==> src/rtl/conv_addr_gen_if.sv <==
// Address stream between the convolution address generator and the buffers it
// drives. The master presents addresses and the slave accepts each beat with ready.
interface conv_addr_gen_if #(
    parameter int ADDR_W = 8,
    parameter int FA_W   = 4
);
    logic              ready;
    logic              addr_valid;
    logic [ADDR_W-1:0] ifmap_addr;
    logic [FA_W-1:0]   filt_addr;
    logic              last_in_window;

    modport master (
        input  ready,
        output addr_valid, ifmap_addr, filt_addr, last_in_window
    );

    modport slave (
        output ready,
        input  addr_valid, ifmap_addr, filt_addr, last_in_window
    );
endinterface

==> src/rtl/conv_addr_gen.sv <==
// Convolution address generator: sweeps a FILT_SIZE x FILT_SIZE window across a
// square IF_SIZE feature map with step STRIDE. For every window position it emits
// one beat per filter tap: the feature-map address and the matching filter address.
module conv_addr_gen #(
    parameter int IF_SIZE   = 16,
    parameter int FILT_SIZE = 4,
    parameter int STRIDE    = 1,
    parameter int ADDR_W    = 8
) (
    input  logic             clk,
    input  logic             rst,
    input  logic             start,
    output logic             busy,
    output logic             done,
    conv_addr_gen_if.master  bus
);
    localparam int N_OUT = (IF_SIZE - FILT_SIZE) / STRIDE + 1;
    localparam int FA_W  = $clog2(FILT_SIZE * FILT_SIZE);
    localparam int F_W   = (FILT_SIZE > 1) ? $clog2(FILT_SIZE) : 1;
    localparam int O_W   = (N_OUT > 1) ? $clog2(N_OUT) : 1;
    localparam logic [F_W-1:0] F_MAX = F_W'(FILT_SIZE - 1);
    localparam logic [O_W-1:0] O_MAX = O_W'(N_OUT - 1);

    typedef enum logic [1:0] {
        IDLE = 2'd0,
        RUN  = 2'd1,
        FIN  = 2'd2
    } state_t;

    state_t         state;
    state_t         state_nxt;
    logic [F_W-1:0] fc;
    logic [F_W-1:0] fr;
    logic [O_W-1:0] oc;
    logic [O_W-1:0] orow;
    logic           accept;
    logic           fc_last;
    logic           fr_last;
    logic           oc_last;
    logic           orow_last;
    logic           sweep_last;

    // A beat leaves only in RUN, so acceptance is decided from the state directly.
    assign accept     = (state == RUN) && bus.ready;
    assign fc_last    = (fc == F_MAX);
    assign fr_last    = (fr == F_MAX);
    assign oc_last    = (oc == O_MAX);
    assign orow_last  = (orow == O_MAX);
    assign sweep_last = fc_last && fr_last && oc_last && orow_last;

    // State register.
    // NOTE: sequential state uses non-blocking assignments so every register
    // samples values from before the edge, independent of statement order.
    always_ff @(posedge clk or negedge rst) begin
        if (!rst) begin
            state <= IDLE;
        end else begin
            state <= state_nxt;
        end
    end

    // Next-state decision: start is only looked at in IDLE; FIN always lasts one cycle.
    // NOTE: the default assignment first guarantees no path leaves state_nxt
    // unassigned, which would otherwise infer a latch.
    always_comb begin
        state_nxt = state;
        case (state)
            IDLE:    if (start) state_nxt = RUN;
            RUN:     if (accept && sweep_last) state_nxt = FIN;
            FIN:     state_nxt = IDLE;
            default: state_nxt = IDLE;
        endcase
    end

    // Tap and window counters, innermost fc; they advance only on accepted beats.
    always_ff @(posedge clk or negedge rst) begin
        if (!rst) begin
            fc   <= '0;
            fr   <= '0;
            oc   <= '0;
            orow <= '0;
        end else if (state == IDLE && start) begin
            fc   <= '0;
            fr   <= '0;
            oc   <= '0;
            orow <= '0;
        end else if (accept) begin
            if (!fc_last) begin
                fc <= fc + 1'b1;
            end else begin
                fc <= '0;
                if (!fr_last) begin
                    fr <= fr + 1'b1;
                end else begin
                    fr <= '0;
                    if (!oc_last) begin
                        oc <= oc + 1'b1;
                    end else begin
                        oc   <= '0;
                        orow <= orow_last ? '0 : orow + 1'b1;
                    end
                end
            end
        end
    end

    // Outputs: status from the state, addresses straight from the counters.
    // Address arithmetic is done at 32 bits and then truncated to the port width.
    always_comb begin
        bus.addr_valid     = (state == RUN);
        busy               = (state == RUN) || (state == FIN);
        done               = (state == FIN);
        bus.last_in_window = (state == RUN) && fc_last && fr_last;
        bus.ifmap_addr     = ADDR_W'((32'(orow) * 32'(STRIDE) + 32'(fr)) * 32'(IF_SIZE)
                                     + 32'(oc) * 32'(STRIDE) + 32'(fc));
        bus.filt_addr      = FA_W'(32'(fr) * 32'(FILT_SIZE) + 32'(fc));
    end
endmodule

==> src/flat_wrapper.sv <==
// flat-port wrapper written by rule: the top's interface ports become plain ports
module conv_addr_gen_flat 
#(
    parameter int IF_SIZE   = 16,
    parameter int FILT_SIZE = 4,
    parameter int STRIDE    = 1,
    parameter int ADDR_W    = 8
)
  (clk, rst, start, busy, done, bus_ready, bus_addr_valid, bus_ifmap_addr, bus_filt_addr, bus_last_in_window);
  conv_addr_gen_if #(.ADDR_W(ADDR_W), .FA_W(4)) bus_i ();
  input  logic clk;
  input  logic rst;
  input  logic start;
  output logic busy;
  output logic done;
  input wire logic [$bits(bus_i.ready)-1:0] bus_ready;
  output wire logic [$bits(bus_i.addr_valid)-1:0] bus_addr_valid;
  output wire logic [$bits(bus_i.ifmap_addr)-1:0] bus_ifmap_addr;
  output wire logic [$bits(bus_i.filt_addr)-1:0] bus_filt_addr;
  output wire logic [$bits(bus_i.last_in_window)-1:0] bus_last_in_window;
  assign bus_i.ready = bus_ready;
  assign bus_addr_valid = bus_i.addr_valid;
  assign bus_ifmap_addr = bus_i.ifmap_addr;
  assign bus_filt_addr = bus_i.filt_addr;
  assign bus_last_in_window = bus_i.last_in_window;
  conv_addr_gen #(.IF_SIZE(IF_SIZE), .FILT_SIZE(FILT_SIZE), .STRIDE(STRIDE), .ADDR_W(ADDR_W)) u_core (.clk(clk), .rst(rst), .start(start), .busy(busy), .done(done), .bus(bus_i));
endmodule
==> config.mk <==
export PLATFORM = sky130hd
export DESIGN_NAME = conv_addr_gen_flat
export DESIGN_NICKNAME = d
export VERILOG_FILES = /design/src/rtl/conv_addr_gen_if.sv /design/src/rtl/conv_addr_gen.sv /design/src/flat_wrapper.sv
export SDC_FILE = /design/constraint.sdc
export NUM_CORES = 1
export LEC_CHECK = 0
export ABC_AREA = 1
export CAP_MARGIN = 20
export CORE_MARGIN = 8
export CORE_UTILIZATION = 50
export DETAILED_ROUTE_END_ITERATION = 6
export DONT_BUFFER_PORTS = 1
export PLACE_DENSITY = 0.75
export SLEW_MARGIN = 25
export SYNTH_ARGS = -nofsm -noshare
export SYNTH_HDL_FRONTEND = slang
export SYNTH_SLANG_ARGS = --single-unit
==> constraint.sdc <==
create_clock -name clk -period 1.7 [get_ports clk]
set_input_delay 0.34 -clock clk [delete_from_list [all_inputs] [get_ports clk]]
set_output_delay 0.34 -clock clk [all_outputs]
set_load 0.1 [all_outputs]
# Word-level counts from Yosys, hierarchy flattened
# Cells that the tools add are included.
totals:
  register_bits: 14
  out_inout_bits: 16
  elab_cells: 60
classes:
  add_sub_neg: 8
  eq_ne: 8
  mux: 21
  reduce_logical: 18
op_table:
  columns: ["op", "count"]
  rows:
  - ["$mux W4", 11]
  - ["$mux W2", 9]
  - ["$add A4 B1 Y4 const B", 2]
  - ["$add A4 B2 Y4", 2]
  - ["$add A8 B2 Y8", 1]
  - ["$add A8 B4 Y8", 1]
  - ["$eq A4 B4 Y1 const B", 2]
  - ["$logic_and A1 B1 Y1", 8]
  - ["$reduce_bool A2 Y1", 4]
  - ["$eq A2 B2 Y1 const B", 3]
  - ["$add A2 B1 Y2 const B", 2]
  - ["$pmux W2 S2", 1]
  - ["$reduce_and A2 Y1", 2]
  - ["$reduce_and A4 Y1", 1]
  - ["$reduce_and A3 Y1", 1]
  - ["$eq A2 B1 Y1 const B", 1]
  - ["$logic_not A2 Y1", 1]
  - ["$ne A2 B1 Y1 const B", 1]
  - ["$ne A2 B2 Y1 const B", 1]
  - ["$logic_or A1 B1 Y1", 1]

# Longest topological paths before layout
# Gate-level depths: netlist of run 1.
logic_depth:
  ltp_word: 7
  ltp_mapped: 9
  ltp_nobuf: 9

# Least setup slack after synthesis of run 1
# No wires, ideal clock.
synth_timing:
  path_kind: "flip-flop to output port"
  from: "reg u_core.fr[0]"
  to: "out bus_ifmap_addr[6]"
  t_arrival_ns: 3.351
  required_time_ns: 1.360
  path_slack_ns: -1.991
  path_stages_with_launch: 6
  path_buffers: 0
  path_cell_list: "dfrtp_1 ha_1 fa_1 inv_1 nor3_2 xor2_1"
synth_via:
  elab_chain_len: 3
synth_rtl:
  columns: ["item", "line_no", "rtl"]
  rows:
  - ["start, declared", "conv_addr_gen.sv:33", "logic [F_W-1:0] fr;"]
  - ["start signal, assigned", "conv_addr_gen.sv:93", "fr <= fr + 1'b1;"]
  - ["$add A4 B2 Y4", "conv_addr_gen.sv:114", "bus.ifmap_addr = ADDR_W'((32'(orow) * 32'(STRIDE) + 32'(fr)) * 32'(IF_SIZE)"]
  - ["$add A8 B4 Y8", "conv_addr_gen.sv:115", "+ 32'(oc) * 32'(STRIDE) + 32'(fc));"]
  - ["$add A8 B2 Y8", "conv_addr_gen.sv:115", null]
  - ["end, declared", "flat_wrapper.sv:18", "output wire logic [$bits(bus_i.ifmap_addr)-1:0] bus_ifmap_addr;"]
# No other way between the ends.

# Worst setup path after layout of run 1
# Same ends and word-level chain as after synthesis.

==> results.yml, run 1 <==
finish:
  nNetsFinal: 207
  drive_above_1_share_pct: 42.16
  insertedDiodeCount: 0
  post-route-util_pct: 88.07
  syn2layout_area_growth_pct: 65.11
drt:
  drtPass1Iterations: 4
  drtAntennaViolNets: 0
  vias_per_cell: 5.568
  drt_first_iter_violations: 73
  vias: 1186
  finalWirelength_um: 3806
  wire_per_inst_um: 17.87
  detail_route.drc_violations: 0
clocking:
  tritoncts_buffers: 3
  skew_pair_late_insertion_delay_ns: 0.30
  clk_root_buffer_cell: "clkbuf_4"
  clock_path_buffers: 2
  cts-htree-levels: 1
  cts.reportedPaths.clkPinSlew_ns: 0.10
  cts_tree: "built"
  tritoncts_sinks: 14
setup_path:
  cp_cell_sequence: "ha_4, fa_1, inv_2, nor3_4, xor2_4, buf_12"
  crit_path_max_incr_delay_ns: 0.50
  cp-end-kind: "primary output"
  path_max_fanout: 4
  critical_path_class: "flop to primary output"
  arrival_time_at_the_worst_endpoint_ns: 2.09
  crit_path_start_kind: "flop"
  required_ns: 1.36
  slowest_stage: "dfrtp_4"
job:
  maxCapViolations: 0
synth:
  synth-adder-area-share_pct: 19.30
  synth-simple-area-share_pct: 30.97
  synth-warning-count: 0
  synth_cells: 150
  syn_area_um2: 1180
  post_synthesis_async_set_or_reset_flop_share_pct: 100.0
  number_of_synthesized_flops_with_an_enable_pin: 0
  synth.top_cell.area_share_pct: 29.69
  synth_top_family_by_area: "simple AND/OR/NAND/NOR gates"
  netlist-cell-type-count: 24
  yosys.area.top_type: "dfrtp_1"
  yosys.cell_count.top_type: "nand2_1"
  synth_compound_gate_area_share_pct: 5.090
  post_synth.cell_area_avg_um2: 7.866
  yosys_most_used_dff: "dfrtp_1"
  seq_area_frac_synth_pct: 29.69
  syn-num-nets: 171
  post_synth_mux_area_share_pct: 0
  synthTopCellsByArea: "dfrtp_1 30%, ha_1 16%, nand2_1 13%"
  ys_top_cells_by_count: "41 x nand2_1, 19 x inv_1, 15 x ha_1, 14 x dfrtp_1, 13 x nor2_1"
  synth_xor_area_share_pct: 6.681
  synth-seq-cells: 14
global_route:
  grt_util_all_layers_pct: 14.60
  grt_pass1_vias: 1150
  global_route_wire_length_before_repair_um: 4988
  pin_count_of_the_biggest_net_entering_global_routing: 15
  global_route.overflow_total: 0
  grt_antenna_before_repair: 0
place:
  io_buffers: 0
  detailed_place_hpwl_um: 2313
  gpl.final_weighted_congestion: 0.8173
timing:
  time_the_worst_path_needs_with_i_o_delays_and_setup_ns: 2.434
  timing.final.hold_violations: 0
  setup_viol_count_final: 12
  slew_violations: 0
  post-route-worst-setup-slack_ns: -0.7335
  timing.fmax_mhz: 410.9
  timing_worst_slew_pin_value_ns: 0.6832
  fin_crit_sh_pct: 143.1
  max-slew-margin-rel_pct: 54.30
  skew_ns: 0.001789
  setup_repair_after_global_routing_missed_its_margin: "true"
floorplan:
  placeableCoreArea_um2: 2212
  floorplan.die.height_um: 64.58
  die_x_um: 64.58
  fp-row-count: 17
  io_pins: 20
  dieArea_um2: 4170
  start_util_pct: 53.34
run_status:
  failed_checks: "setup timing"
  run_status: "finished with violations"
min_path:
  min-delay-path-class: "primary input to flop"
through the flow:
| step | hold slack (ns) | worst slack, ns | cell area, µm² | setup TNS [ns] | std cells |
|---|---|---|---|---|---|
| finish | 0.2155 | -0.7335 | 1948 | -4.094 | 213 |
| global route | 0.2250 | -0.8154 | 1948 | -4.772 | 213 |
| CTS | 0.1785 | -0.7400 | 1797 | -4.090 | 207 |
| detailed placement | 0.04494 | -0.4077 | 1705 | -1.696 | 201 |
| global placement | 0.04496 | -0.3660 | 1705 | -1.451 | 201 |
| floorplan | 0.04441 | -0.8168 | 1389 | -3.918 | 150 |
worst paths after layout:
path,endpoint,startpoint,slack (ns),cells past startpoint
worst min-delay path,u_core.fc[1],bus_ready,0.22,2
worst max register to register,u_core.oc[3],u_core.fc[1],-0.06,9
max in group asynchronous,u_core.fr[0],rst,0.69,1
worst max-delay path,bus_ifmap_addr[6],u_core.fr[0],-0.73,6
worst min register to register,u_core.state[0],u_core.state[0],0.57,2
min in group asynchronous,u_core.fc[1],rst,0.51,1
critical path: cells and delay by family (launching register included):
family | cells | cell delay, ns
adder cells (fa/ha/maj) | 2 | 0.66
flip-flops | 1 | 0.50
buffers and inverters | 2 | 0.26
AND/OR/NAND/NOR | 1 | 0.20
XOR/XNOR | 1 | 0.18
final cells by class:
type / count / area, µm²
inverters: 19 / 71.32
repair buffers: 34 / 430.4
clock buffers: 4 / 36.28
multi-input cells: 114 / 1008
fillers: 92 / 264.0
flip-flops and latches: 14 / 366.6
well taps: 28 / 35.03
cell families after synthesis:
group,Yosys count
XOR/XNOR,9
AND/OR/NAND/NOR,77
adder cells (fa/ha/maj),17
buffers and inverters,22
AO/OA/AOI/OAI,11
flip-flops,14
flip-flops by register name, summed over array words and instances (netlist names):
signal,count
u_core.fc,2
u_core.fr,2
u_core.oc,4
u_core.orow,4
u_core.state,2
cells in the final DEF, fill, tap and decap left out, types with 2 or more instances in the layout:
master    netlist  final
nand3_2         2      2
nor2_1         13     12
buf_12          0     12
inv_1          19     16
nand2_1        41     35
buf_4           2     15
o211ai_1        2      2
inv_2           0      3
ha_4            0      7
xor2_1          8      3
dfrtp_1        14      9
buf_6           1      6
clkbuf_4        0      3
nand3_1        10      9
nand3_4         1      2
xor2_4          0      5
nand2_4         2      7
dfrtp_4         0      4
a21oi_1         3      3
nand2_2         3      3
o21ai_1         2      2
ha_1           15      8
o21ai_0         4      4
nor2_4          0      2
layer usage:
metal | vias to the layer above | GRT usage, % | routed length (µm)
met4 | 0 | 5.450 | 100
met5 | - | 0 | 0
met1 | 573 | 14.68 | 1357
met2 | 57 | 28.07 | 2120
met3 | 13 | 3.608 | 227
li1 | 543 | - | -
what timing repair did:
action / CTS / global route
setup endpoints to repair: 14 / 20
setup buffers: 1 / 7
pin swaps: 6 / 12
hold endpoints to repair: 14 / 0
hold buffers: 1 / 0
gates resized for setup: 9 / 23
Power of run 1 is left out: the tool's default activity adds up to more than one toggle a clock period on the data nets, which glitch-free logic cannot reach.
==> run 2: changes to the inputs <==
- TNS_END_PERCENT: default -> 20
==> run 2 against run 1 <==
- the flow still finishes with violations (setup timing)
- highest routed layer unchanged
- first-iteration DRC count decreased by 18%
- critical path depth unchanged
- clock skew increased by 0.0079 ns
==> results.yml, run 2 (synthesized netlist as in run 1, its figures left out) <==
global_route:
  grt_use_met2_pct: 29.44
  grt_util_all_layers_pct: 16.04
  pin_count_of_the_biggest_net_entering_global_routing: 15
  grt_antenna_before_repair: 0
  global_route_wire_length_before_repair_um: 5395
  grt.met3_usage_pct: 3.952
  global_route.overflow_total: 0
  gr-max-usage-layer: "met2"
  grt_pass1_vias: 1185
  grt_util_met1_pct: 15.96
place:
  detailed_place_hpwl_um: 2447
  gpl.final_weighted_congestion: 0.7686
  dpl-instance-area_um2: 1653
  io_buffers: 0
drt:
  drtPass1Iterations: 4
  vias_per_cell: 5.444
  detail_route.drc_violations: 0
  drtAntennaViolNets: 0
  finalWirelength_um: 3136
  vias: 1127
  wire_per_inst_um: 15.15
  drt_first_iter_violations: 60
clocking:
  tritoncts_sinks: 14
  cts-htree-levels: 1
  cts_tree: "built"
  clk_root_buffer_cell: "clkbuf_4"
  cts.reportedPaths.clkPinSlew_ns: 0.09
  clock_path_buffers: 2
  tritoncts_buffers: 3
  skew_pair_late_insertion_delay_ns: 0.28
setup_path:
  cp-end-kind: "primary output"
  crit_path_start_kind: "flop"
  crit_path_start: "u_core.fr[0]"
  arrival_time_at_the_worst_endpoint_ns: 2.07
  critical_path_class: "flop to primary output"
  path_max_fanout: 4
  r2r_start: "u_core.fc[0]"
  required_ns: 1.36
run_status:
  run_status: "finished with violations"
  failed_checks: "setup timing"
timing:
  timing.final.hold_violations: 0
  setup_viol_count_final: 8
  skew_ns: 0.009723
  setup_repair_after_global_routing_missed_its_margin: "true"
  post-route-worst-setup-slack_ns: -0.7133
  timing.fmax_mhz: 414.4
  fin_crit_sh_pct: 142.0
  time_the_worst_path_needs_with_i_o_delays_and_setup_ns: 2.413
  timing_worst_slew_pin_value_ns: 0.6724
  max-slew-margin-rel_pct: 55.03
  hold_slack_ns: 0.1980
  slew_violations: 0
floorplan:
  io_pins: 20
  fp-row-count: 17
  dieArea_um2: 4170
  start_util_pct: 53.34
  placeableCoreArea_um2: 2212
  floorplan.die.height_um: 64.58
  die_x_um: 64.58
min_path:
  min-delay-path-class: "primary input to flop"
  hold_path_startpoint: "bus_ready"
finish:
  post-route-util_pct: 78.96
  stdcell_area_um2: 1747
  largestRegisters: "u_core.oc x4, u_core.orow x4"
  nNetsFinal: 202
  final_common_cell: "nand2_1"
  syn2layout_area_growth_pct: 48.04
  top_library_cells_by_usage_in_the_layout_fill_and_taps_aside: "37 x nand2_1, 17 x inv_1, 13 x buf_4"
  drive_above_1_share_pct: 35.75
  insertedDiodeCount: 0
job:
  maxCapViolations: 0
==> run 2: changes by cell type in the layout (fill, tap and decap cells not counted), sizes merged <==
cell and change:
clkbuf -1, buf -5
==> run 2: area by class of cell <==
class,instances,area [µm²]
fill,144,465.4
sequential,14,360.3
clock buffer,3,22.52
timing repair buffer,29,381.6
tap,28,35.03
multi-input combinational,114,875.8
inverter,19,71.32
==> run 2: per-stage QoR <==
step | TNS, ns | worst slack [ns] | instances
2_1_floorplan | -5.361 | -0.8177 | 150
3_3_place_gp | -1.483 | -0.3612 | 202
3_5_place_dp | -1.864 | -0.4375 | 202
4_1_cts | -3.965 | -0.7119 | 206
5_1_grt | -4.947 | -0.7615 | 207
6_report | -3.982 | -0.7133 | 207
==> run 2: path summary, 6_finish.rpt <==
path                                      to  depth (start not counted)  slack, ns
hold / removal                  u_core.fc[1]                          2       0.20
setup reg to reg              u_core.orow[2]                          9          0
min in group asynchronous    u_core.state[0]                          1       0.53
max in group asynchronous       u_core.fr[0]                          1       0.67
setup / recovery           bus_ifmap_addr[6]                          6      -0.71
hold reg to reg              u_core.state[1]                          2       0.54
==> run 2: routing by layer <==
layer  up-vias  share of wire, %
met5         -                 0
met4         0               4.5
met3        16               6.0
met2        47                55
met1       536                35
li1        528                 -
==> run 2: worst max-delay path, stage by stage, from the launching register on <==
cell	delay (ns)
dfrtp_4	0.49
ha_4	0.17
fa_1	0.49
inv_2	0.07
nor3_4	0.19
xor2_4	0.20
buf_12	0.19
==> run 2: what timing repair did <==
item | in CTS | in global routing
cloned | 0 | 0
hold endpoints to repair | 14 | 0
gates resized for setup | 10 | 3
buffers inserted | 0 | 1
hold buffers | 1 | 0
setup endpoints to repair | 13 | 18
pin swaps | 1 | 2
Power of run 2 is left out for the same reason.
